### src/rtl/alu_pkg.sv
// Shared decode constants and operation-select encoding for the sequential ALU.
package alu_pkg;

  localparam int unsigned OPC_W   = 6;
  localparam int unsigned FUNCT_W = 6;

  localparam logic [OPC_W-1:0] OPC_RTYPE = 6'b000000;
  localparam logic [OPC_W-1:0] OPC_ADDI  = 6'b001000;
  localparam logic [OPC_W-1:0] OPC_LW    = 6'b100011;
  localparam logic [OPC_W-1:0] OPC_SW    = 6'b101011;
  localparam logic [OPC_W-1:0] OPC_LB    = 6'b100000;
  localparam logic [OPC_W-1:0] OPC_SB    = 6'b101000;
  localparam logic [OPC_W-1:0] OPC_ANDI  = 6'b001100;
  localparam logic [OPC_W-1:0] OPC_ORI   = 6'b001101;
  localparam logic [OPC_W-1:0] OPC_XORI  = 6'b001110;
  localparam logic [OPC_W-1:0] OPC_SLTI  = 6'b001010;
  localparam logic [OPC_W-1:0] OPC_BEQ   = 6'b000100;
  localparam logic [OPC_W-1:0] OPC_BNE   = 6'b000101;

  localparam logic [FUNCT_W-1:0] FN_ADD  = 6'b100000;
  localparam logic [FUNCT_W-1:0] FN_SUB  = 6'b100010;
  localparam logic [FUNCT_W-1:0] FN_AND  = 6'b100100;
  localparam logic [FUNCT_W-1:0] FN_OR   = 6'b100101;
  localparam logic [FUNCT_W-1:0] FN_XOR  = 6'b100110;
  localparam logic [FUNCT_W-1:0] FN_NOR  = 6'b100111;
  localparam logic [FUNCT_W-1:0] FN_SLT  = 6'b101010;
  localparam logic [FUNCT_W-1:0] FN_SLL  = 6'b000000;
  localparam logic [FUNCT_W-1:0] FN_SRL  = 6'b000010;
  localparam logic [FUNCT_W-1:0] FN_SRA  = 6'b000011;
  localparam logic [FUNCT_W-1:0] FN_SLLV = 6'b000100;
  localparam logic [FUNCT_W-1:0] FN_SRLV = 6'b000110;
  localparam logic [FUNCT_W-1:0] FN_SRAV = 6'b000111;

  typedef enum logic [3:0] {
    OP_AND     = 4'd0,
    OP_OR      = 4'd1,
    OP_ADD     = 4'd2,
    OP_SUB     = 4'd3,
    OP_SLT     = 4'd4,
    OP_SLL     = 4'd5,
    OP_SRL     = 4'd6,
    OP_SRA     = 4'd7,
    OP_XOR     = 4'd8,
    OP_NOR     = 4'd9,
    OP_ILLEGAL = 4'd15
  } alu_op_e;

  // Variable shifts take their amount from src_a instead of shamt.
  function automatic logic is_var_shift(input logic [FUNCT_W-1:0] funct);
    return (funct == FN_SLLV) || (funct == FN_SRLV) || (funct == FN_SRAV);
  endfunction

endpackage

### src/rtl/alu_op_decode.sv
// Combinational opcode/funct decode into an ALU operation select.
module alu_op_decode
  import alu_pkg::*;
(
  input  logic [OPC_W-1:0]   opcode,
  input  logic [FUNCT_W-1:0] funct,
  output alu_op_e            sel,
  output logic               is_shift,
  output logic               is_var
);

  always_comb begin
    sel      = OP_ILLEGAL;
    is_shift = 1'b0;
    is_var   = 1'b0;
    if (opcode == OPC_RTYPE) begin
      case (funct)
        FN_ADD:           sel = OP_ADD;
        FN_SUB:           sel = OP_SUB;
        FN_AND:           sel = OP_AND;
        FN_OR:            sel = OP_OR;
        FN_XOR:           sel = OP_XOR;
        FN_NOR:           sel = OP_NOR;
        FN_SLT:           sel = OP_SLT;
        FN_SLL, FN_SLLV: begin sel = OP_SLL; is_shift = 1'b1; end
        FN_SRL, FN_SRLV: begin sel = OP_SRL; is_shift = 1'b1; end
        FN_SRA, FN_SRAV: begin sel = OP_SRA; is_shift = 1'b1; end
        default:          sel = OP_ILLEGAL;
      endcase
      is_var = is_shift && is_var_shift(funct);
    end else begin
      case (opcode)
        OPC_ADDI, OPC_LW, OPC_SW, OPC_LB, OPC_SB: sel = OP_ADD;
        OPC_ANDI:           sel = OP_AND;
        OPC_ORI:            sel = OP_OR;
        OPC_XORI:           sel = OP_XOR;
        OPC_SLTI:           sel = OP_SLT;
        OPC_BEQ, OPC_BNE:   sel = OP_SUB;
        default:            sel = OP_ILLEGAL;
      endcase
    end
  end

endmodule

### src/rtl/alu_seq_unit.sv
// Handshaked ALU: single-cycle logic/arith ops plus a bit-serial shifter.
module alu_seq_unit
  import alu_pkg::*;
#(
  parameter int unsigned WIDTH   = 32,
  parameter int unsigned SHAMT_W = $clog2(WIDTH)
) (
  input  logic               clk,
  input  logic               rst,
  input  logic               in_valid,
  output logic               in_ready,
  input  logic [OPC_W-1:0]   opcode,
  input  logic [FUNCT_W-1:0] funct,
  input  logic [WIDTH-1:0]   src_a,
  input  logic [WIDTH-1:0]   src_b,
  input  logic [SHAMT_W-1:0] shamt,
  output logic               out_valid,
  input  logic               out_ready,
  output logic [WIDTH-1:0]   result,
  output logic               zero,
  output logic               overflow,
  output logic               illegal
);

  typedef enum logic [1:0] {ST_IDLE, ST_SHIFT, ST_DONE} state_e;

  state_e             r_state, w_state_nxt;
  logic [WIDTH-1:0]   r_acc, w_acc_nxt;
  logic [WIDTH-1:0]   r_result, w_result_nxt;
  logic [SHAMT_W-1:0] r_count, w_count_nxt;
  alu_op_e            r_shift_op, w_shift_op_nxt;
  logic               r_zero, w_zero_nxt;
  logic               r_ovf, w_ovf_nxt;
  logic               r_ill, w_ill_nxt;
  logic               r_out_valid, w_out_valid_nxt;

  alu_op_e            w_sel;
  logic               w_is_shift;
  logic               w_is_var;
  logic               w_accept;
  logic [WIDTH-1:0]   w_b_eff;
  logic [WIDTH-1:0]   w_sum;
  logic               w_add_ovf;
  logic               w_lt;
  logic [WIDTH-1:0]   w_alu_res;
  logic [WIDTH-1:0]   w_single_res;
  logic [SHAMT_W-1:0] w_amount;
  logic [WIDTH-1:0]   w_acc_step;

  alu_op_decode u_decode (
    .opcode   (opcode),
    .funct    (funct),
    .sel      (w_sel),
    .is_shift (w_is_shift),
    .is_var   (w_is_var)
  );

  assign in_ready  = (r_state == ST_IDLE) && !rst;
  assign w_accept  = in_valid && in_ready;
  assign out_valid = r_out_valid;
  assign result    = r_result;
  assign zero      = r_zero;
  assign overflow  = r_ovf;
  assign illegal   = r_ill;

  // Shared adder: SUB adds the two's-complement negation of src_b.
  assign w_b_eff   = (w_sel == OP_SUB) ? (~src_b + WIDTH'(1)) : src_b;
  assign w_sum     = src_a + w_b_eff;
  assign w_add_ovf = (src_a[WIDTH-1] == w_b_eff[WIDTH-1]) &&
                     (w_sum[WIDTH-1] != src_a[WIDTH-1]);
  assign w_lt      = $signed(src_a) < $signed(src_b);
  assign w_amount  = w_is_var ? src_a[SHAMT_W-1:0] : shamt;

  always_comb begin
    w_alu_res = '0;
    case (w_sel)
      OP_ADD, OP_SUB: w_alu_res = w_sum;
      OP_AND:         w_alu_res = src_a & src_b;
      OP_OR:          w_alu_res = src_a | src_b;
      OP_XOR:         w_alu_res = src_a ^ src_b;
      OP_NOR:         w_alu_res = ~(src_a | src_b);
      OP_SLT:         w_alu_res = {{(WIDTH-1){1'b0}}, w_lt};
      default:        w_alu_res = '0;
    endcase
  end

  // A zero-amount shift completes immediately with src_b unchanged.
  assign w_single_res = w_is_shift ? src_b : w_alu_res;

  always_comb begin
    w_acc_step = {r_acc[WIDTH-1], r_acc[WIDTH-1:1]};
    case (r_shift_op)
      OP_SLL:  w_acc_step = {r_acc[WIDTH-2:0], 1'b0};
      OP_SRL:  w_acc_step = {1'b0, r_acc[WIDTH-1:1]};
      default: w_acc_step = {r_acc[WIDTH-1], r_acc[WIDTH-1:1]};
    endcase
  end

  always_comb begin
    w_state_nxt     = r_state;
    w_acc_nxt       = r_acc;
    w_result_nxt    = r_result;
    w_count_nxt     = r_count;
    w_shift_op_nxt  = r_shift_op;
    w_zero_nxt      = r_zero;
    w_ovf_nxt       = r_ovf;
    w_ill_nxt       = r_ill;
    w_out_valid_nxt = r_out_valid;
    case (r_state)
      ST_IDLE: begin
        if (w_accept) begin
          if (w_is_shift && (w_amount != '0)) begin
            w_acc_nxt      = src_b;
            w_count_nxt    = w_amount;
            w_shift_op_nxt = w_sel;
            w_state_nxt    = ST_SHIFT;
          end else begin
            w_result_nxt    = w_single_res;
            w_zero_nxt      = (w_single_res == '0);
            w_ovf_nxt       = ((w_sel == OP_ADD) || (w_sel == OP_SUB)) && w_add_ovf;
            w_ill_nxt       = (w_sel == OP_ILLEGAL);
            w_out_valid_nxt = 1'b1;
            w_state_nxt     = ST_DONE;
          end
        end
      end
      ST_SHIFT: begin
        w_acc_nxt   = w_acc_step;
        w_count_nxt = r_count - SHAMT_W'(1);
        if (r_count == SHAMT_W'(1)) begin
          w_result_nxt    = w_acc_step;
          w_zero_nxt      = (w_acc_step == '0);
          w_ovf_nxt       = 1'b0;
          w_ill_nxt       = 1'b0;
          w_out_valid_nxt = 1'b1;
          w_state_nxt     = ST_DONE;
        end
      end
      ST_DONE: begin
        if (out_ready) begin
          w_out_valid_nxt = 1'b0;
          w_state_nxt     = ST_IDLE;
        end
      end
      default: begin
        w_out_valid_nxt = 1'b0;
        w_state_nxt     = ST_IDLE;
      end
    endcase
  end

  always_ff @(posedge clk) begin
    if (rst) begin
      r_state     <= ST_IDLE;
      r_acc       <= '0;
      r_result    <= '0;
      r_count     <= '0;
      r_shift_op  <= OP_SLL;
      r_zero      <= 1'b0;
      r_ovf       <= 1'b0;
      r_ill       <= 1'b0;
      r_out_valid <= 1'b0;
    end else begin
      r_state     <= w_state_nxt;
      r_acc       <= w_acc_nxt;
      r_result    <= w_result_nxt;
      r_count     <= w_count_nxt;
      r_shift_op  <= w_shift_op_nxt;
      r_zero      <= w_zero_nxt;
      r_ovf       <= w_ovf_nxt;
      r_ill       <= w_ill_nxt;
      r_out_valid <= w_out_valid_nxt;
    end
  end

endmodule

### config.mk
export PLATFORM = sky130hd
export DESIGN_NAME = alu_seq_unit
export DESIGN_NICKNAME = d
export VERILOG_FILES = /design/src/rtl/alu_pkg.sv /design/src/rtl/alu_op_decode.sv /design/src/rtl/alu_seq_unit.sv
export SDC_FILE = /design/constraint.sdc
export NUM_CORES = 1
export LEC_CHECK = 0
export BUFFER_PORTS_ARGS = -buffer_cell sky130_fd_sc_hd__buf_2
export CORE_MARGIN = 10
export CORE_UTILIZATION = 35
export DETAILED_ROUTE_END_ITERATION = 6
export PLACE_DENSITY = 0.56
export SLEW_MARGIN = 20
export SYNTH_ARGS = -nofsm -noshare
export SYNTH_HDL_FRONTEND = slang
export SYNTH_SLANG_ARGS = --single-unit
### constraint.sdc
create_clock -name clk -period 7.64 [get_ports clk]
set_input_delay 0.764 -clock clk [delete_from_list [all_inputs] [get_ports clk]]
set_output_delay 0.764 -clock clk [all_outputs]
set_load 0.02 [all_outputs]
### After elaboration in Yosys (flattened, before gate mapping)

Cells that the tools add are included.

* equality and inequality tests: 42
* reductions and logical operators: 30
* $add $sub $neg: 3
* bitwise gates (word level): 5
* muxes and demuxes: 43
* magnitude comparators: 1

Operator list (number)
* two-way mux 32 bit: 7
* case mux 32 bit (2 select lines): 3
* case mux 32 bit (6 select lines): 1
* equality test 6 bit, second input constant: 11
* logical NOT 32 bit: 2
* inverter 32 bit: 2
* case mux 4 bit (10 select lines): 1
* adder 32 x 1 -> 32 bit, second input constant: 1
* adder 32 bit: 1
* bitwise AND 32 bit: 1
* less-than comparator 32 bit: 1
* OR 32 bit: 1
* bitwise XOR 32 bit: 1
* equality test 6 x 3 -> 1 bit, second input constant: 5
* equality test 6 x 4 -> 1 bit, second input constant: 5
* case mux 4 bit (6 select lines): 1
* two-way mux 1 bit: 16
* two-way mux 5 bit: 3
* equality test 4 x 3 -> 1 bit, second input constant: 3
* equality test 4 bit, second input constant: 3
* equality test 6 x 2 -> 1 bit, second input constant: 2
* logical NOT 6 bit: 2
* case mux 5 bit (2 select lines): 1
* OR reduction 2 bit: 5
* 26 further kinds: 45

* input port bits: 85
* word-level logic and storage cells: 133
* output and inout port bits: 37
* bits in registers: 79

### Longest topological paths before layout

Gate-level depths: netlist (run 1).

* depth in word-level cells: 13
* depth in mapped cells: 24

### Modules after synthesis

A second synthesis (run 1) with hierarchy kept.

* cell total of the unflattened synthesis: 1345
* area total of the unflattened synthesis: 9725.6 um^2

Modules (own cells, without submodules)
* alu_seq_unit: instances 1, area an instance 9406.5 um^2, cells each 1302
* alu_op_decode: instances 1, area an instance 319.1 um^2, cells each 43

### Worst setup path after synthesis (run 1)

OpenSTA, ideal clock, no wires.

* kind: input -> register
* from: input port opcode[1]
* to: register r_zero (netlist: zero)
* stages: 23
* data required time: 7.510 ns
* data arrival time: 5.809 ns
* buffers on the path: 4
* setup slack: 1.701 ns
* cell sequence: buf_6 -> or4_4 -> nand4b_1 -> a21o_1 -> clkbuf_1 -> nor2_1 -> clkbuf_1 -> nand2_1 -> a21oi_1 -> xnor2_1 -> ha_1 -> clkbuf_1 -> a211o_1 -> a31oi_1 -> o21ai_1 -> o31a_1 -> o41a_1 -> or4b_1 -> a21o_1 -> a41oi_1 -> o21ba_2 -> nand4b_1 -> o22ai_1

* longest elaborated chain between the ends: 13
* elaborated cells on any way between the ends: 39
* classes of those cells: add/sub: 1; eq/ne: 18; mux: 11; reduce/logical: 9

Ends and longest elaborated chain
* start, declared: RTL line alu_seq_unit.sv:12 `input logic [OPC_W-1:0] opcode,`
* equality test 6 x 4 -> 1 bit (tied with other cells): RTL line alu_op_decode.sv:32 `case (opcode)`
* OR reduction 5 bit or OR reduction 2 bit (tied branches): RTL line alu_op_decode.sv:32
* case mux 4 bit (6 select lines): RTL line alu_op_decode.sv:32
* two-way mux 4 bit: RTL line alu_op_decode.sv:16 `if (opcode == OPC_RTYPE) begin`
* equality test 4 x 2 -> 1 bit: RTL line alu_seq_unit.sv:67, alu_seq_unit.sv:76
* two-way mux 32 bit: RTL line alu_seq_unit.sv:67 `assign w_b_eff = (w_sel == OP_SUB) ? (~src_b + WIDTH'(1)) : src_b;`
* adder 32 bit: RTL line alu_seq_unit.sv:68 `assign w_sum = src_a + w_b_eff;`
* case mux 32 bit (6 select lines): RTL line alu_seq_unit.sv:76 `case (w_sel)`
* two-way mux 32 bit: RTL line alu_seq_unit.sv:88 `assign w_single_res = w_is_shift ? src_b : w_alu_res;`
* logical NOT 32 bit: RTL line alu_seq_unit.sv:119 `w_zero_nxt = (w_single_res == '0);`
* two-way mux 1 bit: RTL line alu_seq_unit.sv:112 `if (w_is_shift && (w_amount != '0)) begin`
* two-way mux 1 bit: RTL line alu_seq_unit.sv:111 `if (w_accept) begin`
* case mux 1 bit (2 select lines): RTL line alu_seq_unit.sv:109 `case (r_state)`
* end signal, assigned: RTL line alu_seq_unit.sv:169 `r_zero <= w_zero_nxt;`
* end, declared: RTL line alu_seq_unit.sv:32 `logic r_zero, w_zero_nxt;`

Parallel ways exist; a longest one is shown, timed or not. The select of a mux whose other input is x is not followed.
A chain may end at the register's enable or synchronous reset.

### Final worst setup path (run 1)

* from: input port opcode[1]
* to: register r_result[31] (netlist: result[31])

* longest elaborated chain between the ends: 12
* elaborated cells on any way between the ends: 38
* classes of those cells: add/sub: 1; eq/ne: 18; mux: 11; reduce/logical: 8

Ends and longest elaborated chain
* equality test 6 x 4 -> 1 bit (tied with other cells): RTL line alu_op_decode.sv:32
* OR reduction 5 bit or OR reduction 2 bit (tied branches): RTL line alu_op_decode.sv:32
* case mux 4 bit (6 select lines): RTL line alu_op_decode.sv:32
* two-way mux 4 bit: RTL line alu_op_decode.sv:16
* equality test 4 x 2 -> 1 bit: RTL line alu_seq_unit.sv:67, alu_seq_unit.sv:76
* two-way mux 32 bit: RTL line alu_seq_unit.sv:67
* adder 32 bit: RTL line alu_seq_unit.sv:68
* case mux 32 bit (6 select lines): RTL line alu_seq_unit.sv:76
* two-way mux 32 bit: RTL line alu_seq_unit.sv:88
* two-way mux 32 bit: RTL line alu_seq_unit.sv:112
* two-way mux 32 bit: RTL line alu_seq_unit.sv:111
* case mux 32 bit (2 select lines): RTL line alu_seq_unit.sv:109
* end signal, assigned: RTL line alu_seq_unit.sv:166 `r_result <= w_result_nxt;`
* end, declared: RTL line alu_seq_unit.sv:29 `logic [WIDTH-1:0] r_result, w_result_nxt;`

Parallel ways exist; a longest one is shown, timed or not. The select of a mux whose other input is x is not followed.

==> impl_metrics.tcl, run 1 <==
set metrics [dict create \
    synthCells 1363 \
    synth.distinct_cells 84 \
    path_clk_slew_ps 60 \
    row_count 61 \
    cp_slowest_stage_delay_ps 690 \
    core-area_um2 27860 \
    start_util_pct 35.47 \
    ys_ff_latch 79 \
    antenna_found_initial 2 \
    drcViolationCount 0 \
    grt.total_usage_pct 20.89 \
    seq_area_frac_synth_pct 16.00 \
    maxCapViolCount 0 \
    drive_above_1_share_pct 12.60 \
    area_growth_pct 12.79 \
    arrival_ps 6790 \
    synth_area_leader_cell "ha_1" \
    die_height_um 188.0 \
    end_kind "flip-flop" \
    cts_max_level 3 \
    cp_slowest_cell "a2111oi_0" \
    clkPwrFrac_pct 35.8 \
    ctsResizeCount 0 \
    p_int_mw 0.9240 \
    clk_latency_ps 340 \
    clock_sink_count 79 \
    cts_max_path_buffers 2 \
    timing.fmax_ghz 0.1525 \
    tns_ps 0 \
    portBuffers 121 \
    cts_inserted_buffers 9 \
    fin_crit_sh_pct 85.81 \
    run_status "finished, final reports clean" \
    postSynthAreaPerCell_um2 7.250 \
    wire_per_inst_um 21.45 \
    grt_setup_unrepaired "no" \
    min_period_ps 6556 \
    dp_hpwl_um 29640 \
    yosysWarnings 0 \
    path_cells "buf_2 -> or4_4 -> nor4_4 -> o31a_1 -> a32o_1 -> buf_4 -> nor3_2 -> buf_4 -> o21ai_0 -> ha_1 -> a211oi_1 -> nor3_1 -> o21ai_0 -> a31oi_1 -> o31a_1 -> a2111oi_0 -> o21ai_0 -> xnor2_1 -> a21oi_1 -> a211oi_1 -> o21a_1" \
    worst_pin_slew_ps 1094 \
    postRouteAntennaNets 0 \
    r2r_start "r_state[0]" \
    skew_ps 13.55 \
    cp.required_ps 7870 \
    grt_pass1_wl_um 59930 \
    synth_top_area_share_pct 17.22 \
    hold_viol_final 0 \
    p_comb_share_pct 34.0 \
    gr-total-overflow 0 \
    power_switching_mw 0.4829 \
    peakVddDrop_v 0.00009519 \
    die_x_um 188.0 \
    min_path_type "reg2reg" \
    synth_area_leaders "ha_1, dfxtp_1, nand2_1" \
    path_max_fanout 24 \
    drtIter0Drc 1050 \
    cp-start-kind "input port" \
    viasPerCell 5.897 \
    seqPwrFrac_pct 30.2 \
    gp_congestion 0.9336 \
    ys.flop_type "dfxtp_1" \
    finalMaxSlewViolations 0 \
    syn_area_um2 9882 \
    crit_start "opcode[1]" \
    first_global_vias 10260 \
    pin_count 122 \
    dieArea_um2 35360 \
    grt_start_max_net_pins 76 \
    crit_type "in2reg" \
    min-delay-start "result[2]" \
    cts_hold_buf 0 \
    finalSetupViolations 0 \
    leakagePower_nw 4.812 \
    drtPass1Iterations 7 \
    synth_edf_count 0 \
    switching_share_pct 34.32 \
    vias 10710 \
    synthArstFlopShare_pct 0 \
    max_slew_margin_pct 27.08 \
    wl_um 38950 \
    cts-root-buf "clkbuf_16" \
    cts_tree "yes" \
    syn_nets 1585 \
    finalNonFillerCells 1816 \
    nets 1654 \
    pwr_density_cell_nw_per_um2 126.2 \
    dpl.cell_count 1799 \
    postCtsSetupBuffers 0 \
    critPathMostFrequentCell "o21ai_0" \
]
[kinds of logic after synthesis]
| group | count (synthesis) | synth area share, % |
|---|---|---|
| DFF | 79 | 16.00 |
| and+or+nand+nor | 493 | 24.04 |
| muxes | 29 | 2.950 |
| AOI/OAI and AO/OA | 397 | 27.79 |
| buffers and inverters | 173 | 6.913 |
| adders and majority gates | 137 | 17.42 |
| xor gates and xnor gates | 55 | 4.875 |
[cell usage in the layout, fill, tap and decap left out, types with 10 or more instances in the layout]
cell type,instances
o211ai_1,23
nor2b_1,10
ha_1,136
nand2b_1,15
or3_1,11
a22oi_1,11
xor2_1,10
mux2i_1,28
nand3_1,32
nand2_1,171
o21ai_0,50
a311oi_1,12
inv_1,93
xnor2_1,45
and3_1,26
a211oi_1,22
dfxtp_1,79
a21o_1,17
a21oi_1,113
nor3_1,34
o31ai_1,12
nand4_1,10
a221oi_1,15
nor4_1,22
nor2_1,110
a221o_1,11
buf_2,121
buf_4,17
[sequential cells by signal, summed over array words and instances (netlist names)]
| signal | flops |
|---|---|
| illegal | 1 |
| out_valid | 1 |
| r_shift_op | 4 |
| zero | 1 |
| r_acc | 32 |
| result | 32 |
| overflow | 1 |
| r_state | 2 |
| r_count | 5 |
[area by class of cell]
type | count | area [um2]
antenna | 2 | 5.005
clock buffer | 10 | 239.0
clock inverter | 5 | 106.4
fill | 2957 | 16710
inverter | 93 | 349.1
multi-input combinational | 1111 | 7659
sequential | 79 | 1582
tap | 378 | 473.0
timing repair buffer | 138 | 733.2
[path summary, 6_finish.rpt]
check,to,slack (ps),cells after the start
setup / recovery,result[31],1080,21
hold / removal,result[2],450,2
setup reg to reg,overflow,4780,7
hold reg to reg,result[2],450,2
[cell usage after synthesis, drive strengths merged (24+ instances only)]
cell / count
inv: 93
and3: 26
o21ai: 56
nor2: 110
ha: 136
dfxtp: 79
nand2: 171
nand3: 33
nor3: 37
a21oi: 114
xnor2: 45
nor4: 24
clkbuf: 64
mux2i: 28
[power groups by stage]
stage / Combinational [mW] / Clock [mW] / Sequential (mW)
6_report: 0.478 / 0.504 / 0.425
3_3_place_gp: 0.465 / 0 / 0.434
2_1_floorplan: 0.298 / 0 / 0.440
3_5_place_dp: 0.466 / 0 / 0.435
5_1_grt: 0.520 / 0.523 / 0.426
4_1_cts: 0.469 / 0.509 / 0.425
[worst max-delay path: cells and delay by family]
family / cells / cell delay (ps)
buffers and inverters: 3 / 650
AOI/OAI and AO/OA: 12 / 3840
and+or+nand+nor: 4 / 1020
adders and majority gates: 1 / 310
xor gates and xnor gates: 1 / 190
[stage by stage]
step | hold slack (ps) | area (um2) | util [%] | total power [mW] | setup slack [ps]
after detailed placement | 439.8 | 10800 | 38.75 | 0.9009 | 964.7
after floorplan | 416.7 | 9882 | - | 0.7375 | 1701
after CTS | 449.6 | 11140 | 39.99 | 1.403 | 1299
after global placement | 432.8 | 10800 | 38.75 | 0.8997 | 980.0
final | 447.7 | 11150 | 40.01 | 1.407 | 1084
after global routing | 464.7 | 11150 | 40.01 | 1.469 | 928.3
[layer usage]
layer	track usage, %	routed length [um]
met2	32.22	17150
met5	0	0
met1	29.60	18080
met4	4.923	663
met3	3.173	3066
(Power assumes the default switching activity.)
==> inputs of run 2 (changes only) <==
--- a/config.mk
+++ b/config.mk
@@ -9,7 +9,7 @@
 export CORE_MARGIN = 10
 export CORE_UTILIZATION = 35
 export DETAILED_ROUTE_END_ITERATION = 6
-export PLACE_DENSITY = 0.56
+export PLACE_DENSITY = 0.58
 export SLEW_MARGIN = 20
 export SYNTH_ARGS = -nofsm -noshare
 export SYNTH_HDL_FRONTEND = slang
==> constraint.sdc (replaced) <==
create_clock -name clk -period 5.4 [get_ports clk]
set_input_delay 0.54 -clock clk [delete_from_list [all_inputs] [get_ports clk]]
set_output_delay 0.54 -clock clk [all_outputs]
set_load 0.02 [all_outputs]
==> run 2 against run 1 <==
Count of clock-buffer cells in the layout rose by 1. Sequential power rose by 42%. Sequential cell count did not move. Clock power rose by 38%. Worst hold slack got worse by 1.0 ps. Critical endpoint is now zero.
==> impl_metrics.tcl, run 2 (same netlist as run 1, synthesis figures left out) <==
set metrics [dict create \
    hold_viol_final 0 \
    min-delay-start "result[8]" \
    postRouteAntennaNets 0 \
    skew_ps 12.34 \
    antenna_found_initial 1 \
    first_global_vias 10800 \
    arrival_ps 5390 \
    cp_slowest_stage_delay_ps 520 \
    drtPass1Iterations 6 \
    core-area_um2 27860 \
    drcViolationCount 0 \
    cp.required_ps 5600 \
    finalMaxSlewViolations 0 \
    nets 1760 \
    path_cells "buf_2 -> inv_1 -> ha_1 -> nand2_1 -> or4_1 -> or3_1 -> nor2_1 -> buf_4 -> a21oi_1 -> xnor2_1 -> ha_1 -> a211o_1 -> a31oi_1 -> o21ai_1 -> o31a_1 -> o41a_1 -> or4b_1 -> a21o_1 -> a41oi_1 -> o21ba_2 -> nand4b_1 -> o22ai_1" \
    dpl-instance-area_um2 11640 \
    whs_endpoint "result[8]" \
    viasPerCell 5.782 \
    grt.total_usage_pct 21.47 \
    gp_congestion 0.9249 \
    total_power_mw 2.066 \
    finalSetupViolations 0 \
    dp_hpwl_um 31060 \
    worstReg2RegEnd "result[2]" \
    grt_pass1_wl_um 61500 \
    cp_num_buf_inv 3 \
    clock_sink_count 79 \
    drive_above_1_share_pct 19.31 \
    cts_max_level 3 \
    max_slew_margin_pct 28.55 \
    start_util_pct 35.47 \
    maxCapViolCount 0 \
    end_kind "flip-flop" \
    peakVddDrop_v 0.0001392 \
    wire_per_inst_um 20.64 \
    rrSetupSlack_ps 2670 \
    holdPathStages 2 \
    path_delay_family "compound AO/OA/AOI/OAI gates" \
    leakagePower_nw 5.371 \
    cts_inserted_buffers 9 \
    crit_type "in2reg" \
    timing.fmax_ghz 0.1927 \
    area_growth_pct 21.87 \
    r2r_start "r_state[0]" \
    pwr_density_cell_nw_per_um2 171.6 \
    clk_latency_ps 340 \
    fin_area_um2 12040 \
    run_status "finished, final reports clean" \
    die_x_um 188.0 \
    fin_crit_sh_pct 96.11 \
    grt_start_max_net_pins 59 \
    vias 11110 \
    path_clk_slew_ps 60 \
    gr-total-overflow 0 \
    path_max_fanout 4 \
    die_height_um 188.0 \
    worst_pin_slew_ps 1072 \
    min_period_ps 5190 \
    layout_commonest_cell "nand2_1" \
    pin_count 122 \
    critPathMostFrequentCell "ha_1" \
    min_path_type "reg2reg" \
    dieArea_um2 35360 \
    wl_um 39660 \
    cts-root-buf "clkbuf_16" \
    row_count 61 \
    portBuffers 121 \
    cts_max_path_buffers 2 \
    drtIter0Drc 1081 \
    cts_hold_buf 0 \
    layout_common_cells "nand2_1, ha_1, buf_2, buf_4, a21oi_1" \
    reg2regPathDepth 7 \
    cts_tree "yes" \
    cp_slowest_cell "or4_1" \
    cp-start-kind "input port" \
]
run 2: layout make-up:
class / instances / area [um2]
antenna: 1 / 2.502
clock buffer: 11 / 232.7
sequential: 79 / 1582
tap: 378 / 473.0
multi-input combinational: 1111 / 7744
inverter: 93 / 349.1
clock inverter: 5 / 106.4
fill: 2942 / 15820
timing repair buffer: 244 / 1554
run 2: how the worst max path moves through the flow:
stage          startpoint   end  slack, ps  cells past startpoint
6_report         src_b[0]  zero        210                     22
3_3_place_gp    opcode[1]  zero        -60                     20
5_1_grt         opcode[1]  zero         -5                     24
2_1_floorplan   opcode[1]  zero         40                     23
3_5_place_dp     src_b[5]  zero       -140                     20
4_1_cts          src_b[5]  zero        190                     20
run 2: tightest hold or removal path, delay by kind of cell, from the launching register on:
family / cells / cell delay [ps]
flops: 1 / 300
simple gates: 1 / 50
compound gates: 1 / 50
run 2: routing by layer:
metal / vias to the layer above / track usage, % / part of all wire (%)
li1: 5317 / - / -
met1: 5250 / 29.09 / 45
met4: 0 / 6.831 / 2.8
met5: - / 0 / 0
met3: 73 / 4.063 / 7.9
met2: 473 / 33.45 / 44
run 2: repair_timing:
| action | in CTS | in global routing |
|---|---|---|
| setup buffers | 0 | 0 |
| endpoints found under the setup margin | 0 | 7 |
| gates resized for setup | 0 | 11 |
run 2: power by group:
group	leakage, nW	internal (mW)	switching [mW]
registers	0.638	0.593	0.00953
clock network	0.160	0.453	0.241
logic	4.57	0.327	0.443
run 2: stage by stage:
stage               cells  worst slack (ps)  hold WS [ps]  util, %  setup TNS (ps)
global route         1922            -4.800         465.2    43.23          -4.800
global placement     1905            -56.15         429.0    41.77          -72.97
floorplan            1363             39.13         416.7        -               0
finish               1922             210.1         446.7    43.23               0
CTS                  1921             193.7         449.6    42.99               0
detailed placement   1905            -142.9         432.2    41.77          -183.1
==> inputs of run 3 (changes only) <==
--- a/config.mk
+++ b/config.mk
@@ -5,11 +5,11 @@
 export SDC_FILE = /design/constraint.sdc
 export NUM_CORES = 1
 export LEC_CHECK = 0
-export BUFFER_PORTS_ARGS = -buffer_cell sky130_fd_sc_hd__buf_2
+export BUFFER_PORTS_ARGS = -buffer_cell sky130_fd_sc_hd__buf_4
 export CORE_MARGIN = 10
 export CORE_UTILIZATION = 35
 export DETAILED_ROUTE_END_ITERATION = 6
-export PLACE_DENSITY = 0.58
+export PLACE_DENSITY = 0.56
 export SLEW_MARGIN = 20
 export SYNTH_ARGS = -nofsm -noshare
 export SYNTH_HDL_FRONTEND = slang
==> constraint.sdc (replaced) <==
create_clock -name clk -period 6.5 [get_ports clk]
set_input_delay 0.65 -clock clk [delete_from_list [all_inputs] [get_ports clk]]
set_output_delay 0.65 -clock clk [all_outputs]
set_load 0.02 [all_outputs]
==> run 3 against run 2 <==
Routed wire length down 0.67%. Via count down 4.8%. Register-to-register slack better by 1200 ps. Critical path depth down 1. Combinational power down 23%. Critical path type unchanged. Critical endpoint unchanged.
==> impl_metrics.tcl, run 3 (same netlist as run 1, synthesis figures left out) <==
set metrics [dict create \
    run_status "finished, final reports clean" \
    min_path_type "reg2reg" \
    peakVddDrop_v 0.00009152 \
    cts_hold_buf 0 \
    maxCapViolCount 0 \
    cts_max_level 3 \
    grt_setup_unrepaired "no" \
    portBuffers 121 \
    clock_sink_count 79 \
    pin_count 122 \
    gr-total-overflow 0 \
    wire_per_inst_um 21.53 \
    cp-start-kind "input port" \
    arrival_ps 5840 \
    drive_above_1_share_pct 13.50 \
    worst_pin_slew_ps 1039 \
    first_global_vias 10220 \
    grt.total_usage_pct 21.22 \
    max_slew_margin_pct 30.77 \
    leakagePower_nw 4.952 \
    cts_max_path_buffers 2 \
    wl_um 39390 \
    dp_hpwl_um 30680 \
    postRouteAntennaNets 0 \
    clk_latency_ps 350 \
    path_clk_slew_ps 60 \
    cts-root-buf "clkbuf_16" \
    crit_start "opcode[1]" \
    end_kind "flip-flop" \
    regArea_um2 1582 \
    fin_crit_sh_pct 86.68 \
    grt_start_max_net_pins 77 \
    hold_viol_final 0 \
    layout_commonest_cell "nand2_1" \
    timing.fmax_ghz 0.1775 \
    n_antenna_cell 0 \
    finalMaxSlewViolations 0 \
    min_period_ps 5634 \
    crit_type "in2reg" \
    pwr_density_cell_nw_per_um2 142.6 \
    drtPass1Iterations 6 \
    die_x_um 188.0 \
    cts_tree "yes" \
    core-area_um2 27860 \
    drcViolationCount 0 \
    cp.required_ps 6700 \
    multiInputGateArea_um2 7659 \
    path_max_fanout 8 \
    min-delay-start "result[24]" \
    finalSetupViolations 0 \
    row_count 61 \
    die_height_um 188.0 \
    vias 10580 \
    cts_inserted_buffers 9 \
    grt_pass1_wl_um 60170 \
    drtIter0Drc 1045 \
    start_util_pct 35.47 \
    dieArea_um2 35360 \
    postCtsSetupBuffers 0 \
    fill_cells 2951 \
    ctsResizeCount 0 \
    skew_ps 12.01 \
    viasPerCell 5.779 \
    area_growth_pct 16.73 \
    tns_ps 0 \
    gp_congestion 0.9570 \
    r2r_start "r_state[0]" \
    nets 1669 \
    antenna_found_initial 0 \
    total_power_mw 1.645 \
    layout_common_cells "nand2_1, buf_4, ha_1" \
]
run 3: per-stage QoR:
stage          instance area (um2)  std cells  util (%)  hold WS (ps)  setup slack [ps]
4_1_cts                      11530       1830     41.41         450.1             835.6
3_5_place_dp                 11210       1814     40.24         436.7             480.7
3_3_place_gp                 11210       1814     40.24         428.9             506.2
5_1_grt                      11530       1830     41.41         467.7             431.8
2_1_floorplan                 9882       1363         -         416.7             675.0
6_report                     11530       1830     41.41         449.7             865.6
run 3: power breakdown:
part	internal [mW]	leakage [nW]	switching, mW
Sequential	0.492	0.638	0.00799
Combinational	0.235	4.16	0.357
Clock	0.347	0.156	0.205
run 3: final timing paths:
kind / to / slack, ps / depth (start not counted)
min reg2reg: result[24] / 450 / 2
min: result[24] / 450 / 2
max: zero / 870 / 21
max reg2reg: overflow / 3850 / 7
run 3: layer usage:
layer	vias up	track usage, %	share of wire, %
li1	5116	-	-
met1	5020	29.79	47
met2	387	32.53	44
met3	52	3.284	7.1
met4	0	6.215	2.5
met5	-	0	0
run 3: critical path, stage by stage:
cell and delay (ps):
buf_4 140, or4_4 550, nand4b_1 300, a21o_1 270, buf_4 180, nor2_1 140
nand2_1 280, nor2_1 210, xnor2_1 140, ha_1 290, o21ai_0 280, nor3_1 100
o21ai_0 410, a31oi_1 250, o41a_1 420, or4b_1 480, a21o_1 170, a41oi_1 210
o21ba_2 190, nand4b_1 90, o22ai_1 70
run 3: final cells by class:
| cell class | instances | share of cell area (%) |
|---|---|---|
| clock inverter | 5 | 0.7051 |
| sequential | 79 | 13.71 |
| timing repair buffer | 153 | 9.958 |
| inverter | 93 | 3.026 |
| multi-input combinational | 1111 | 66.40 |
| tap | 378 | 4.100 |
| clock buffer | 11 | 2.104 |
